### src/rtl/alarm_scheduler.sv
// alarm_scheduler: multi-slot BCD alarm matcher with ring/snooze/dismiss sequencing
module alarm_scheduler #(
   parameter int N_SLOTS    = 4,
   parameter int RING_SEC   = 60,
   parameter int SNOOZE_MIN = 5
) (
   input  logic                       CP,
   input  logic                       _CR,
   input  logic                       tick_1hz,
   input  logic [7:0]                 show_hour,
   input  logic [7:0]                 show_min,
   input  logic [7:0]                 show_sec,
   input  logic                       active_alarm,
   input  logic                       wr_en,
   input  logic [$clog2(N_SLOTS)-1:0] wr_slot,
   input  logic [7:0]                 wr_hour,
   input  logic [7:0]                 wr_min,
   input  logic                       wr_arm,
   input  logic                       snooze,
   input  logic                       dismiss,
   input  logic [$clog2(N_SLOTS)-1:0] rd_slot,
   output logic [15:0]                rd_time,
   output logic [N_SLOTS-1:0]         slot_armed,
   output logic                       ring,
   output logic [$clog2(N_SLOTS)-1:0] ring_slot,
   output logic                       snoozing,
   output logic [N_SLOTS-1:0]         pending,
   output logic                       wr_err
);
   localparam int SW = $clog2(N_SLOTS);
   localparam int CW = $clog2(RING_SEC + 1);
   typedef enum logic [1:0] {IDLE, RING, SNOOZE} state_t;
   state_t state;
   logic [7:0] slot_hour [N_SLOTS];
   logic [7:0] slot_min [N_SLOTS];
   logic [CW-1:0] ring_cnt;
   logic [15:0] tgt;
   logic match_ev, wr_ok, m_c, h_c;
   logic [N_SLOTS-1:0] match, wclr, serve;
   logic [SW-1:0] low_idx;
   logic [4:0] m_lo;
   logic [3:0] t_mlo, t_mhi;
   logic [7:0] t_hour;
   assign rd_time = {slot_hour[rd_slot], slot_min[rd_slot]};
   assign match_ev = tick_1hz && show_sec == 8'h00;
   assign wr_ok = wr_hour[3:0] <= 4'd9 && wr_hour <= 8'h23 && wr_min[7:4] <= 4'd5 && wr_min[3:0] <= 4'd9;
   assign wclr = (wr_en && wr_ok) ? N_SLOTS'(1) << wr_slot : '0;
   assign serve = (state == IDLE && |pending) ? N_SLOTS'(1) << low_idx : '0;
   always_comb begin
      match = '0;
      low_idx = '0;
      for (int i = N_SLOTS - 1; i >= 0; i--) begin
         match[i] = match_ev && active_alarm && slot_armed[i] && {slot_hour[i], slot_min[i]} == {show_hour, show_min};
         low_idx = pending[i] ? SW'(i) : low_idx;
      end
   end
   // snooze target: BCD minute add with carry into a 00..23 hour
   always_comb begin
      m_lo = {1'b0, show_min[3:0]} + 5'(SNOOZE_MIN);
      m_c = m_lo > 5'd9;
      t_mlo = m_c ? 4'(m_lo - 5'd10) : m_lo[3:0];
      h_c = m_c && show_min[7:4] == 4'd5;
      t_mhi = h_c ? 4'd0 : show_min[7:4] + 4'(m_c);
      t_hour = !h_c ? show_hour :
               show_hour == 8'h23 ? 8'h00 :
               show_hour[3:0] == 4'd9 ? {show_hour[7:4] + 4'd1, 4'd0} :
               {show_hour[7:4], show_hour[3:0] + 4'd1};
   end
   always_ff @(posedge CP) begin
      if (!_CR) begin
         for (int i = 0; i < N_SLOTS; i++) begin
            slot_hour[i] <= '0;
            slot_min[i] <= '0;
         end
         slot_armed <= '0;
         state <= IDLE;
         ring <= 1'b0;
         snoozing <= 1'b0;
         ring_slot <= '0;
         pending <= '0;
         wr_err <= 1'b0;
         ring_cnt <= '0;
         tgt <= '0;
      end else begin
         wr_err <= wr_en && !wr_ok;
         if (wr_en && wr_ok) begin
            slot_hour[wr_slot] <= wr_hour;
            slot_min[wr_slot] <= wr_min;
            slot_armed[wr_slot] <= wr_arm;
         end
         if (!active_alarm) begin
            state <= IDLE;
            ring <= 1'b0;
            snoozing <= 1'b0;
            pending <= '0;
         end else begin
            pending <= (pending & ~(wclr | serve)) | match;
            case (state)
               IDLE: if (|pending) begin
                  state <= RING;
                  ring <= 1'b1;
                  ring_slot <= low_idx;
                  ring_cnt <= '0;
               end
               RING: if (dismiss) begin
                  state <= IDLE;
                  ring <= 1'b0;
               end else if (snooze) begin
                  state <= SNOOZE;
                  ring <= 1'b0;
                  snoozing <= 1'b1;
                  tgt <= {t_hour, t_mhi, t_mlo};
               end else if (tick_1hz) begin
                  if (ring_cnt == CW'(RING_SEC - 1)) begin
                     state <= IDLE;
                     ring <= 1'b0;
                  end else
                     ring_cnt <= ring_cnt + 1'b1;
               end
               SNOOZE: if (dismiss) begin
                  state <= IDLE;
                  snoozing <= 1'b0;
               end else if (match_ev && {show_hour, show_min} == tgt) begin
                  state <= RING;
                  ring <= 1'b1;
                  snoozing <= 1'b0;
                  ring_cnt <= '0;
               end
               default: state <= IDLE;
            endcase
         end
      end
   end
endmodule

### config.mk
export PLATFORM = sky130hd
export DESIGN_NAME = alarm_scheduler
export DESIGN_NICKNAME = d
export VERILOG_FILES = /design/src/rtl/alarm_scheduler.sv
export SDC_FILE = /design/constraint.sdc
export NUM_CORES = 1
export LEC_CHECK = 0
export ABC_AREA = 1
export CAP_MARGIN = 10
export CORE_ASPECT_RATIO = 1.5
export CORE_UTILIZATION = 30
export CTS_CLUSTER_DIAMETER = 50
export DETAILED_ROUTE_END_ITERATION = 6
export GPL_ROUTABILITY_DRIVEN = 0
export PLACE_DENSITY = 0.52
export SLEW_MARGIN = 20
export SYNTH_ARGS = -nofsm -noshare
export SYNTH_HDL_FRONTEND = slang
export SYNTH_SLANG_ARGS = --single-unit
### constraint.sdc
create_clock -name CP -period 2.1 [get_ports CP]
set_input_delay 0.525 -clock CP [delete_from_list [all_inputs] [get_ports CP]]
set_output_delay 0.525 -clock CP [all_outputs]
set_load 0.01 [all_outputs]
==> impl_metrics.py <==
metrics = {
    "floorplanning": {
        "die_x_um": 118,
        "die_outline_area_um2": 20700,
        "num_rows": 63,
        "start_util": 0.306,
        "die-height_um": 176,
        "io_pins": 81,
        "floorplan.core_area_um2": 19800,
    },
    "cells_and_area": {
        "layout.cell_area.non_filler_um2": 8310,
        "fillers": 1996,
        "fin_nets": 965,
        "final-seq-area_um2": 2660,
        "postLayoutCoreUtil": 0.420,
        "drive_above_1_share": 0.224,
        "area_growth_from_synthesis_to_layout_pct": 37.4,
        "diodes": 0,
        "multiInputGateArea_um2": 3040,
    },
    "status": {
        "status": "completed",
    },
    "min_path": {
        "min_from": "snoozing",
        "hold_end": "snoozing",
        "hold_path_depth": 2,
        "min-delay-path-class": "reg -> reg",
    },
    "routing": {
        "wirelength_um": 17600,
        "num_vias": 5335,
        "routed_len_inst_um": 15.1,
        "drtIter0Drc": 322,
        "via_per_inst": 4.57,
        "first_pass_iters": 5,
        "drc_errors": 0,
        "ant_nets": 0,
    },
    "yosys": {
        "synth.most_common_cell": "nor2_1",
        "synthesis.instances": 733,
        "yosys_most_used_dff": "edfxtp_1",
        "synth-edff-count": 64,
        "postSynthAreaPerCell_um2": 8.25,
        "mappedNetlistArea_um2": 6050,
        "ys_ff_latch": 101,
        "ys_seq_area_frac": 0.440,
        "synth_top_area_cell": "edfxtp_1",
        "yosys_warnings": 0,
        "synthDistinctLibCells": 37,
        "synth_area_leaders": "edfxtp_1 32%, dfxtp_1 12%, nor2_1 8.6%, nand2_1 6.2%, o21ai_0 4.6%",
        "yosys-top-cells-count": "138 x nor2_1, 100 x nand2_1, 64 x edfxtp_1",
        "synthDominantCellAreaShare": 0.318,
        "synthArstFlopShare": 0,
    },
    "place": {
        "hpwl_um": 13300,
        "buffer_ports.inserted": 80,
        "post_dp_cell_area_um2": 7780,
    },
    "clocking": {
        "cts_tree": "yes",
        "numClockSinks": 101,
        "clock-root-buffer": "clkbuf_16",
        "cts_inserted_buffers": 9,
        "ctsLongestPathBuffers": 2,
        "clock_insertion_delay_worst_skew_ns": 0.35,
        "h-tree-depth": 3,
        "clkTransAtPathRegs_ns": 0.07,
    },
    "critical_path": {
        "cp.required_ns": 2.31,
        "path_class": "in -> reg",
        "reg2regPathDepth": 9,
        "worst-r2r-setup-slack_ns": 0.48,
        "worstPathMaxFanout": 7,
        "worstSetupStartpointType": "input port",
        "crit-reg2reg-capture": "tgt[7]",
        "endpoint_kind": "register",
        "critical_path.reg2reg.startpoint": "state[0]",
        "arrival_time_of_data_at_the_critical_path_endpoint_ns": 2.22,
    },
    "timing": {
        "min_period_ns": 2.01,
        "finalSetupViolCount": 0,
        "hold_ws_ns": 0.470,
        "setup-tns-final_ns": 0,
        "final_max_slew_viol_count": 0,
        "max_freq_ghz": 0.497,
        "final-hold-violation-count": 0,
        "post-route-period-util": 0.958,
        "fin_clk_skew_ns": 0.0109,
    },
    "global_routing": {
        "grt_pass1_vias": 5065,
        "grtUsageTotal": 0.170,
        "grt_first_pass_wirelength_um": 27000,
        "number_of_antenna_violations_at_the_first_check_in_global_routing": 0,
        "grt_start_max_net_pins": 19,
        "gr-total-overflow": 0,
    },
    "power_and_ir_drop": {
        "ir_drop_v": 0.000331,
        "p_leak_nw": 3.40,
        "power.density_nw_per_um2": 586,
    },
    "run": {
        "cap_viol_max_count": 0,
    },
}
-- state kept, by name, indices dropped and copies added, names as in the netlist --
name        count
snoozing        1
state           2
tgt            16
pending         4
ring_slot       2
slot_min       32
ring_cnt        6
wr_err          1
ring            1
slot_hour      32
slot_armed      4
-- worst max-delay path by stage --
stage                     from              end  slack (ns)  cells past startpoint
floorplan            wr_min[1]  slot_hour[0][0]       -0.08                      7
global placement    rd_slot[0]       rd_time[2]       -0.80                      6
detailed placement  rd_slot[0]       rd_time[2]       -0.83                      6
CTS                 rd_slot[0]       rd_time[0]       -0.05                      5
global route         wr_min[5]   slot_min[1][6]      -0.004                     10
finish               wr_min[6]  slot_hour[0][2]        0.09                     11
-- cells in the final DEF, fill, tap and decap left out, drive strengths merged, types with 12 or more instances in the layout --
cell type	count
edfxtp	64
nor2	143
clkdlybuf4s50	50
o22ai	14
nand3	35
xor2	31
buf	112
o21ai	55
or2	16
xnor2	28
nand4	24
inv	69
nor3	12
clkbuf	14
a21oi	45
conb	12
dfxtp	37
nand2	113
-- cells by family (layout without fill, tap and decap cells) --
family,Yosys count,in the layout,share of synthesized area
XOR/XNOR,59,59,0.0854
buffers and inverters,100,264,0.0815
AND/OR/NAND/NOR,343,343,0.264
flip-flops,101,101,0.440
AO/OA/AOI/OAI,119,119,0.107
adder cells (fa/ha/maj),10,10,0.0207
other,1,12,0.000620
-- metrics by stage --
| stage | setup WS (ns) | total power [mW] | std cells |
|---|---|---|---|
| 4_1_cts | -0.0473 | 4.90 | 1163 |
| 5_1_grt | -0.00447 | 5.06 | 1168 |
| 3_3_place_gp | -0.803 | 3.05 | 1145 |
| 2_1_floorplan | -0.0796 | 2.64 | 744 |
| 3_5_place_dp | -0.827 | 3.05 | 1145 |
| 6_report | 0.0882 | 4.87 | 1168 |
-- worst max-delay path: stages --
cell             delay [ns]
clkdlybuf4s50_1        0.42
nand2_1                0.07
nand2_1                0.05
nor3_2                 0.22
nand2_4                0.12
buf_6                  0.14
nor3_4                 0.27
buf_12                 0.17
buf_12                 0.10
nand2_8                0.05
nor2_1                 0.08
-- timing repair --
item	CTS	global route
setup buffers	2	2
hold buffers	0	0
cloned	1	3
pin swaps	4	14
endpoints found under the setup margin	33	107
resized for setup	85	37
-- power by group --
group          switching [mW]  internal [mW]  total (mW)
combinational           0.386          0.375       0.761
sequential             0.0634           2.18        2.25
clock                   0.798           1.06        1.86
-- cell type report --
type,instances,area share
inverters,69,0.0321
repair buffers,179,0.202
flip-flops and latches,101,0.320
multi-input cells,543,0.366
well taps,260,0.0392
clock buffers,9,0.0271
clock inverters,7,0.0128
-- layer usage --
metal | global-route usage | wire (um) | vias up
met4 | 0.0775 | 569 | 0
met5 | 0 | 0 | -
met1 | 0.197 | 7200 | 2446
met2 | 0.311 | 9370 | 108
met3 | 0.0175 | 495 | 28
li1 | - | - | 2753
(Power assumes the default switching activity.)
